[config.mk]
export PLATFORM = sky130hd
export DESIGN_NAME = fan_supervisor_flat
export DESIGN_NICKNAME = d
export VERILOG_FILES = /design/src/rtl/fan_supervisor_if.sv /design/src/rtl/fan_supervisor.sv /design/src/flat_wrapper.sv
export SDC_FILE = /design/constraint.sdc
export NUM_CORES = 1
export LEC_CHECK = 0
export ABC_AREA = 0
export CORE_MARGIN = 2
export CORE_UTILIZATION = 48
export CTS_BUF_LIST = sky130_fd_sc_hd__clkbuf_4 sky130_fd_sc_hd__clkbuf_8
export CTS_CLUSTER_DIAMETER = 50
export DETAILED_ROUTE_END_ITERATION = 10
export HOLD_SLACK_MARGIN = 0.05
export PLACE_DENSITY = 0.78
export SLEW_MARGIN = 20
export SYNTH_ARGS = -nofsm -noshare
export SYNTH_HDL_FRONTEND = slang
export SYNTH_SLANG_ARGS = --single-unit
export TNS_END_PERCENT = 5
[constraint.sdc]
create_clock -name clk -period 2.3 [get_ports clk]
set_clock_uncertainty 0.15 [all_clocks]
set_input_delay 0.46 -clock clk [delete_from_list [all_inputs] [get_ports clk]]
set_output_delay 0.46 -clock clk [all_outputs]
set_load 0.01 [all_outputs]
[src/rtl/fan_supervisor_if.sv]
// -----------------------------------------------------------------------------
// fan_supervisor_if
// Signal bundle between the fan supervisor and its surroundings.
//   speed_req  [11:0]  requested duty from the temperature controller
//   rpm        [15:0]  measured fan speed from the tach counter
//   temp       [11:0]  die temperature, 0.1 C units, unsigned
//   clr_fault          single-cycle pulse that releases FAULT
//   speed_out  [11:0]  supervised duty towards the PWM generator
//   fault              high while the supervisor sits in FAULT
//   overtemp           over-temperature override active
//   state      [2:0]   FSM state: OFF=0 KICK=1 RUN=2 RETRY=3 FAULT=4
// master: the side that drives requests/measurements and reads status.
// slave : the supervisor itself.
// -----------------------------------------------------------------------------
interface fan_supervisor_if;
  logic [11:0] speed_req;
  logic [15:0] rpm;
  logic [11:0] temp;
  logic        clr_fault;
  logic [11:0] speed_out;
  logic        fault;
  logic        overtemp;
  logic [2:0]  state;

  modport master (
    output speed_req, rpm, temp, clr_fault,
    input  speed_out, fault, overtemp, state
  );

  modport slave (
    input  speed_req, rpm, temp, clr_fault,
    output speed_out, fault, overtemp, state
  );
endinterface

[src/rtl/fan_supervisor.sv]
// -----------------------------------------------------------------------------
// fan_supervisor
// Supervises a cooling fan: spins it up with a full-duty kick, passes the
// requested duty through while it runs, detects stalls from the tach rpm,
// retries a limited number of times and then latches FAULT. An
// over-temperature override with hysteresis forces full duty in every state.
// Ports:
//   clk   system clock, all state on the rising edge
//   rstn  asynchronous active-low reset
//   bus   fan_supervisor_if.slave (see the interface for signal meanings)
// -----------------------------------------------------------------------------
module fan_supervisor #(
  parameter int CLK_HZ    = 50000000,
  parameter int KICK_MS   = 500,
  parameter int STALL_MS  = 2000,
  parameter int MIN_RPM   = 300,
  parameter int MAX_RETRY = 3,
  parameter int TEMP_CRIT = 850,
  parameter int TEMP_HYST = 50
) (
  input  logic            clk,
  input  logic            rstn,
  fan_supervisor_if.slave bus
);

  typedef enum logic [2:0] {
    ST_OFF   = 3'd0,
    ST_KICK  = 3'd1,
    ST_RUN   = 3'd2,
    ST_RETRY = 3'd3,
    ST_FAULT = 3'd4
  } state_e;

  localparam int TICK_DIV = (CLK_HZ / 1000 > 0) ? CLK_HZ / 1000 : 1;
  localparam int TW       = (TICK_DIV > 1) ? $clog2(TICK_DIV) : 1;
  // Timers only need to count up to their limit; one extra state of headroom
  // keeps the comparison against the limit free of wrap.
  localparam int KW       = $clog2(KICK_MS + 1);
  localparam int SW       = $clog2(STALL_MS + 1);
  localparam int RW       = ($clog2(MAX_RETRY + 1) > 3) ? $clog2(MAX_RETRY + 1) : 3;

  localparam logic [TW-1:0] TICK_LAST  = TW'(TICK_DIV - 1);
  localparam logic [KW-1:0] KICK_LAST  = KW'(KICK_MS - 1);
  localparam logic [KW-1:0] KICK_MAX   = KW'(KICK_MS);
  localparam logic [SW-1:0] STALL_LAST = SW'(STALL_MS - 1);
  localparam logic [SW-1:0] STALL_MAX  = SW'(STALL_MS);
  localparam logic [RW-1:0] RETRY_LIM  = RW'(MAX_RETRY);
  localparam logic [15:0]   MIN_RPM_W  = 16'(MIN_RPM);
  localparam logic [11:0]   TEMP_SET   = 12'(TEMP_CRIT);
  localparam logic [11:0]   TEMP_REL   = 12'(TEMP_CRIT - TEMP_HYST);
  localparam logic [11:0]   DUTY_FULL  = 12'hFFF;

  // ---------------------------------------------------------------------------
  // 1 ms tick
  // ---------------------------------------------------------------------------
  logic [TW-1:0] tick_q;
  logic          ms_tick;

  assign ms_tick = (tick_q == TICK_LAST);

  always_ff @(posedge clk or negedge rstn) begin
    if (!rstn) begin
      tick_q <= '0;
    end else if (ms_tick) begin
      tick_q <= '0;
    end else begin
      tick_q <= tick_q + TW'(1);
    end
  end

  // ---------------------------------------------------------------------------
  // Next-state logic
  // ---------------------------------------------------------------------------
  state_e        state_q,     state_d;
  logic [KW-1:0] kick_q,      kick_d;
  logic [SW-1:0] stall_q,     stall_d;
  logic [RW-1:0] retry_q,     retry_d;
  logic          ot_q,        ot_d;
  logic [11:0]   speed_out_q, speed_out_d;
  logic          fault_q,     fault_d;

  always_comb begin
    // Over-temperature with hysteresis: set at/above CRIT, release strictly
    // below CRIT-HYST, hold in between.
    ot_d = ot_q;
    if (bus.temp >= TEMP_SET) begin
      ot_d = 1'b1;
    end else if (bus.temp < TEMP_REL) begin
      ot_d = 1'b0;
    end

    state_d = state_q;
    kick_d  = kick_q;
    stall_d = stall_q;
    retry_d = retry_q;

    unique case (state_q)
      ST_OFF: begin
        if (bus.speed_req != 12'd0 || ot_q) begin
          state_d = ST_KICK;
          kick_d  = '0;
        end
      end

      ST_KICK: begin
        // Duration is counted in ticks only; speed_req is ignored here and
        // picked up when RUN is entered.
        if (ms_tick) begin
          if (kick_q >= KICK_LAST) begin
            state_d = ST_RUN;
            stall_d = '0;
          end else if (kick_q != KICK_MAX) begin
            kick_d = kick_q + KW'(1);
          end
        end
      end

      ST_RUN: begin
        if (bus.speed_req == 12'd0 && !ot_q) begin
          state_d = ST_OFF;
          retry_d = '0;
          stall_d = '0;
        end else if (bus.rpm >= MIN_RPM_W) begin
          // A healthy reading forgives both the running stall time and
          // earlier stall attempts.
          stall_d = '0;
          retry_d = '0;
        end else if (ms_tick) begin
          if (stall_q >= STALL_LAST) begin
            state_d = ST_RETRY;
            stall_d = '0;
            if (retry_q != '1) begin
              retry_d = retry_q + RW'(1);
            end
          end else if (stall_q != STALL_MAX) begin
            stall_d = stall_q + SW'(1);
          end
        end
      end

      ST_RETRY: begin
        kick_d  = '0;
        state_d = (retry_q >= RETRY_LIM) ? ST_FAULT : ST_KICK;
      end

      ST_FAULT: begin
        if (bus.clr_fault) begin
          state_d = ST_OFF;
          retry_d = '0;
          kick_d  = '0;
          stall_d = '0;
        end
      end

      default: begin
        state_d = ST_OFF;
        kick_d  = '0;
        stall_d = '0;
        retry_d = '0;
      end
    endcase

    // Outputs follow the state being entered so they line up with state_q.
    unique case (state_d)
      ST_OFF:  speed_out_d = 12'd0;
      ST_RUN:  speed_out_d = bus.speed_req;
      default: speed_out_d = DUTY_FULL;
    endcase
    if (ot_d) begin
      speed_out_d = DUTY_FULL;
    end
    fault_d = (state_d == ST_FAULT);
  end

  // ---------------------------------------------------------------------------
  // FSM state, timers and registered outputs
  // ---------------------------------------------------------------------------
  always_ff @(posedge clk or negedge rstn) begin
    if (!rstn) begin
      state_q     <= ST_OFF;
      kick_q      <= '0;
      stall_q     <= '0;
      retry_q     <= '0;
      ot_q        <= 1'b0;
      speed_out_q <= 12'd0;
      fault_q     <= 1'b0;
    end else begin
      state_q     <= state_d;
      kick_q      <= kick_d;
      stall_q     <= stall_d;
      retry_q     <= retry_d;
      ot_q        <= ot_d;
      speed_out_q <= speed_out_d;
      fault_q     <= fault_d;
    end
  end

  assign bus.speed_out = speed_out_q;
  assign bus.fault     = fault_q;
  assign bus.overtemp  = ot_q;
  assign bus.state     = state_q;

endmodule
[src/flat_wrapper.sv]
// flat-port wrapper written by rule: the top's interface ports become plain ports
module fan_supervisor_flat 
#(
  parameter int CLK_HZ    = 50000000,
  parameter int KICK_MS   = 500,
  parameter int STALL_MS  = 2000,
  parameter int MIN_RPM   = 300,
  parameter int MAX_RETRY = 3,
  parameter int TEMP_CRIT = 850,
  parameter int TEMP_HYST = 50
)
  (clk, rstn, bus_speed_req, bus_rpm, bus_temp, bus_clr_fault, bus_speed_out, bus_fault, bus_overtemp, bus_state);
  fan_supervisor_if bus_i ();
  input  logic clk;
  input  logic rstn;
  input wire logic [$bits(bus_i.speed_req)-1:0] bus_speed_req;
  input wire logic [$bits(bus_i.rpm)-1:0] bus_rpm;
  input wire logic [$bits(bus_i.temp)-1:0] bus_temp;
  input wire logic [$bits(bus_i.clr_fault)-1:0] bus_clr_fault;
  output wire logic [$bits(bus_i.speed_out)-1:0] bus_speed_out;
  output wire logic [$bits(bus_i.fault)-1:0] bus_fault;
  output wire logic [$bits(bus_i.overtemp)-1:0] bus_overtemp;
  output wire logic [$bits(bus_i.state)-1:0] bus_state;
  assign bus_i.speed_req = bus_speed_req;
  assign bus_i.rpm = bus_rpm;
  assign bus_i.temp = bus_temp;
  assign bus_i.clr_fault = bus_clr_fault;
  assign bus_speed_out = bus_i.speed_out;
  assign bus_fault = bus_i.fault;
  assign bus_overtemp = bus_i.overtemp;
  assign bus_state = bus_i.state;
  fan_supervisor #(.CLK_HZ(CLK_HZ), .KICK_MS(KICK_MS), .STALL_MS(STALL_MS), .MIN_RPM(MIN_RPM), .MAX_RETRY(MAX_RETRY), .TEMP_CRIT(TEMP_CRIT), .TEMP_HYST(TEMP_HYST)) u_core (.clk(clk), .rstn(rstn), .bus(bus_i));
endmodule
== Yosys cells after proc, flatten, opt, wreduce, memory -nomap -nowiden ==
Index checks and enable logic that the tools add are counted.

* Register bits: 56
* Bits of input ports: 43
* Word-level logic and storage cells: 90

* Add/subtract/negate cells: 4
* Order comparisons: 6
* Equality and inequality tests: 20
* Multiplexer cells: 37
* Bitwise operators: 3
* Reductions and logical operators: 12

{| class="wikitable"
|+ Operator list
! cell !! number
|-
| two-way mux 11 bit || 8
|-
| two-way mux 3 bit || 15
|-
| two-way mux 9 bit || 5
|-
| one-hot mux 11 bit (4 select lines) || 1
|-
| one-hot mux 9 bit (4 select lines) || 1
|-
| one-hot mux 12 bit (2 select lines) || 1
|-
| adder 16 x 1 -> 16 bit, second input constant || 1
|-
| equality test 16 bit, second input constant || 1
|-
| >= comparator 16 x 9 -> 1 bit, second input constant || 1
|-
| two-way mux 16 bit || 1
|-
| one-hot mux 3 bit (5 select lines) || 1
|-
| >= comparator 12 x 10 -> 1 bit, second input constant || 1
|-
| zero test 12 bit || 1
|-
| less-than comparator 12 x 10 -> 1 bit, second input constant || 1
|-
| two-way mux 12 bit || 1
|-
| != test 4 x 1 -> 1 bit, second input constant || 3
|-
| AND reduction 6 bit || 2
|-
| nonzero test 12 bit || 1
|-
| adder 11 x 1 -> 11 bit, second input constant || 1
|-
| >= comparator 11 bit, second input constant || 1
|-
| != test 11 bit, second input constant || 1
|-
| adder 9 x 1 -> 9 bit, second input constant || 1
|-
| equality test 3 x 2 -> 1 bit, second input constant || 3
|-
| >= comparator 9 bit, second input constant || 1
|-
| 19 further kinds || 28
|}

== Logic depth before layout (Yosys ltp) ==
* Depth after elaboration: 9
* Mapped depth: 10

== Worst setup path before layout ==
No wires, ideal clock.

* Path kind: input-to-reg
* From: input port bus_rpm[15]
* To: register u_core.stall_q[3]
* Library setup time: 69 ps
* Arrival: 2010 ps
* Data required time: 2081 ps
* Setup slack: 72 ps
* Cell stages on the path: 6
* Buffers on the path: 0
* Path through: or4_4 -> nor3_4 -> nand3_4 -> nor2_8 -> or4b_1 -> nand3_1

* Longest elaborated chain between the ends: 4

{| class="wikitable"
|+ RTL lines
! element !! line !! source
|-
| start, declared || flat_wrapper.sv:17 || <nowiki>input wire logic [$bits(bus_i.rpm)-1:0] bus_rpm;</nowiki>
|-
| >= comparator 16 x 9 -> 1 bit (*) || fan_supervisor.sv:123 || <nowiki>end else if (bus.rpm >= MIN_RPM_W) begin</nowiki>
|-
| two-way mux 11 bit || fan_supervisor.sv:123 ||
|-
| two-way mux 11 bit || fan_supervisor.sv:119 || <nowiki>if (bus.speed_req == 12'd0 && !ot_q) begin</nowiki>
|-
| one-hot mux 11 bit (4 select lines) || fan_supervisor.sv:97 || <nowiki>unique case (state_q)</nowiki>
|-
| end signal, assigned || fan_supervisor.sv:190 || <nowiki>stall_q <= stall_d;</nowiki>
|-
| end, declared || fan_supervisor.sv:76 || <nowiki>logic [SW-1:0] stall_q, stall_d;</nowiki>
|}

Every way passes the cells marked *; elsewhere a longest branch is shown, timed or not.
A chain may end at the register's enable or synchronous reset.

== Worst setup path after layout ==
Ends and elaborated chain as after synthesis.

==> results by group <==
Power and ir drop
  – Power density over the cells: approximately 420 nW/µm²
  – Leak: around 0.0017 µW
  – Register share of total power: 0.590
  – IR drop worst, VDD: around 0.29 mV
  – Net Sw Frac: 0.234
  – Logic pwr share: 0.067
  – Cell Int Power: 1280 µW
  – Switching power: between 300 and 400 µW
  – Clock power frac: 0.342

Job
  – Max_cap viols: 0

Clocking
  – Clock buffer depth: 2
  – Clock transition at path regs: 100 ps
  – Total CTS buffers: 5
  – Sink Count: 56
  – Depth of the CTS H-tree: 2
  – Worst-Skew Late Latency: 320 ps
  – Root Buffer: clkbuf_8
  – CTS tree: done

Timing
  – Fin. Hold Viols: 0
  – FMAX: between 0.4 and 0.5 GHz
  – Final setup TNS: 0 ps
  – RSZ-0062 raised after global routing: true
  – Setup Viol. Count Final: 0
  – Fin crit period: around 2300 ps
  – Worst Tran Pin Value: between 400 and 500 ps
  – Fin. max-slew vios: 0
  – Fraction of the cycle the final worst path needs: 0.989
  – Worst rel slew slack: 0.697

Setup path
  – Critical R2R Launch: u_core.tick_q[7]$_DFF_PN0_
  – CP Class: in2reg
  – Crit path max fanout: 4
  – Crit path launch: bus_rpm[15]
  – Crit. End Element: flip-flop
  – Type of origin of the critical path: input pin
  – Worst EP required: 2400 ps
  – CP Data Arrival Time: between 2000 and 2500 ps

Placed design
  – Detail Placement HPWL: 4760 µm
  – Input/output buffers: 56
  – Placed instance area: ~3800 µm²
  – Placed cell count: approximately 450
  – Gpl congestion: 0.834

Routing
  – WL met3: 254 µm
  – DR DRC count: 0
  – Via count: 2513
  – ANT nets after route: 0
  – Top layer in use: met4
  – Met2 Routed Length: around 3400 µm
  – Iter 0 DRT Violations: 97
  – WL per Instance: approximately 14 µm
  – Met1 Wirelength: roughly 2900 µm
  – Drt via density: 5.42
  – Routed WL: roughly 6700 µm
  – DRT Pass-1 Iters: 4

Logic synthesis
  – Ys flop type: dfrtp_1
  – Cells after Synth: around 300
  – Multiplexer share of the synthesized area: 0.00391
  – Post-synth EDFFs: 0
  – Average size of a mapped cell: between 9 and 10 µm²
  – Post-synthesis adder-cell area fraction: 0.0348
  – Yosys warns: 0
  – Post-synthesis sequential area ratio: 0.487
  – Synth Area in Compound Gates: 0.111
  – Post-synthesis simple-gate area fraction: 0.272
  – Async SR Flop Fraction: 1.00
  – Post-synth cell types: 50
  – Post-Synthesis Net Count: around 350
  – Main combinational cell family by area after synthesis: simple AND/OR/NAND/NOR gates
  – Mapped Area: about 2900 µm²
  – #FFs+latches synth: 56
  – Synth Area in XOR/XNOR: 0.0670

Finish
  – Commonest non-fill, non-tap cells in the layout: dfrtp_1, clkdlybuf4s50_1, nand2_1
  – Final Util: 0.686
  – Final instance area: 4010 µm²
  – Non-Filler Instances: roughly 460
  – Fraction of layout cells with a size suffix above 1: 0.188
  – Commonest non-fill, non-tap cell in the layout: dfrtp_1
  – Area growth syn-to-layout: 39.5%
  – Nets@finish: about 440
  – Antenna cells: 0

Global routing
  – Vias in the first global route: 2386
  – Global-route usage over all layers: 0.207
  – Global route total overflow: 0
  – Wire length of the first global-routing pass: approximately 11000 µm
  – Pin count of the biggest net entering global routing: 38
  – Antenna violations before repair: 0

Floorplanning
  – Core area: approximately 6000 µm²
  – Site Rows: 28
  – Die height: approximately 81 µm
  – # IOs: 60
  – Die Width: ~81 µm
  – Die Area: 6630 µm²
  – Initial Utilization: 0.492

Min path
  – Hold_sp: bus_speed_req[3]
  – Worst hold path class: in2reg

Status
  – Status: completed
[synthesized netlist by cell type, types with 2 or more instances]
cell type | count | share of area
and2_1 | 3 | 0.0065
o41ai_1 | 2 | 0.0061
ha_1 | 8 | 0.035
clkbuf_1 | 2 | 0.0026
nor2b_1 | 3 | 0.0065
a21oi_1 | 7 | 0.012
nor3b_1 | 3 | 0.0078
nor2_1 | 33 | 0.043
o22ai_1 | 3 | 0.0065
and3_1 | 7 | 0.015
and4_1 | 2 | 0.0061
o31ai_1 | 2 | 0.0052
xor2_1 | 11 | 0.033
nor3_1 | 7 | 0.012
a31oi_1 | 2 | 0.0043
a211oi_1 | 3 | 0.0078
xnor2_1 | 11 | 0.033
nand2b_1 | 5 | 0.011
a211o_1 | 2 | 0.0061
nor4_1 | 5 | 0.011
o21ai_0 | 15 | 0.026
nand3_1 | 19 | 0.033
nand4_1 | 5 | 0.011
buf_2 | 4 | 0.0070
dfrtp_1 | 56 | 0.49
nand2_1 | 43 | 0.056
inv_1 | 11 | 0.014
o2111ai_1 | 2 | 0.0061
[layout make-up]
| type | instances | area, µm² |
|---|---|---|
| clock inverter | 3 | 27.5 |
| multi-input combinational | 225 | 1530 |
| clock buffer | 5 | 68.8 |
| inverter | 11 | 41.3 |
| tap | 75 | 93.8 |
| timing repair buffer | 89 | 852 |
| fill | 426 | 1840 |
| sequential | 56 | 1410 |
[power by group through the flow]
stage	registers (µW)	clock network [µW]	logic [µW]
floorplan	1010	0	10.5
global placement	1010	0	111
detailed placement	1010	0	112
CTS	986	585	115
global route	986	617	123
finish	986	572	113
[worst max-delay path: stages]
cell and delay [ps]:
clkdlybuf4s50_1 400, or4_4 430, nor3_4 180, nand3_4 130
buf_12 160, nor2_8 100, or4b_1 440, nand3_1 80
[timing repair]
item                                    in CTS  in global routing
pin swaps                                    5                  9
gates cloned                                 0                  1
endpoints found under the setup margin      26                 31
hold buffers                                 1                  0
gates resized for setup                      8                 28
setup buffers                                1                  1
endpoints found under the hold margin       19                  0
[metrics by stage]
step | hold WS, ps | power, µW | setup WS (ps)
after floorplan | 14.4 | 1020 | 71.7
after global placement | 284 | 1120 | -444
after detailed placement | 287 | 1120 | -475
after CTS | 339 | 1690 | 10.1
after global routing | 249 | 1730 | -122
final | 256 | 1670 | 24.6
[per-layer routing]
metal / vias to the layer above / GRT usage
met5: - / 0
met4: 0 / 0.0712
met3: 10 / 0.0352
met2: 53 / 0.353
met1: 1222 / 0.265
li1: 1228 / -
[cell families after synthesis]
logic type / count (synthesis)
and+or+nand+nor: 148
DFF: 56
AOI/OAI and AO/OA: 46
xor gates and xnor gates: 22
buffers and inverters: 17
adders and majority gates: 8
muxes: 1
[final timing paths]
kind	slack, ps	cells after the start	to
worst min register to register	370	1	u_core.tick_q[2]$_DFF_PN0_
max in group asynchronous	970	3	u_core.stall_q[0]$_DFFE_PN0P_
worst min-delay path	260	3	u_core.bus.speed_out[3]$_DFF_PN0_
worst max-delay path	20	8	u_core.stall_q[3]$_DFFE_PN0P_
min in group asynchronous	450	2	u_core.bus.speed_out[11]$_DFF_PN0_
worst max register to register	50	7	u_core.bus.speed_out[2]$_DFF_PN0_
[state kept, by name, indices dropped and copies added (netlist names)]
signal,count
u_core.tick_q,16
u_core.bus.speed_out,12
u_core.stall_q,11
u_core.kick_q,9
u_core.bus.state,3
u_core.retry_q,3
u_core.bus.fault,1
u_core.bus.overtemp,1
Note: power is estimated with default switching activity, not from simulation.
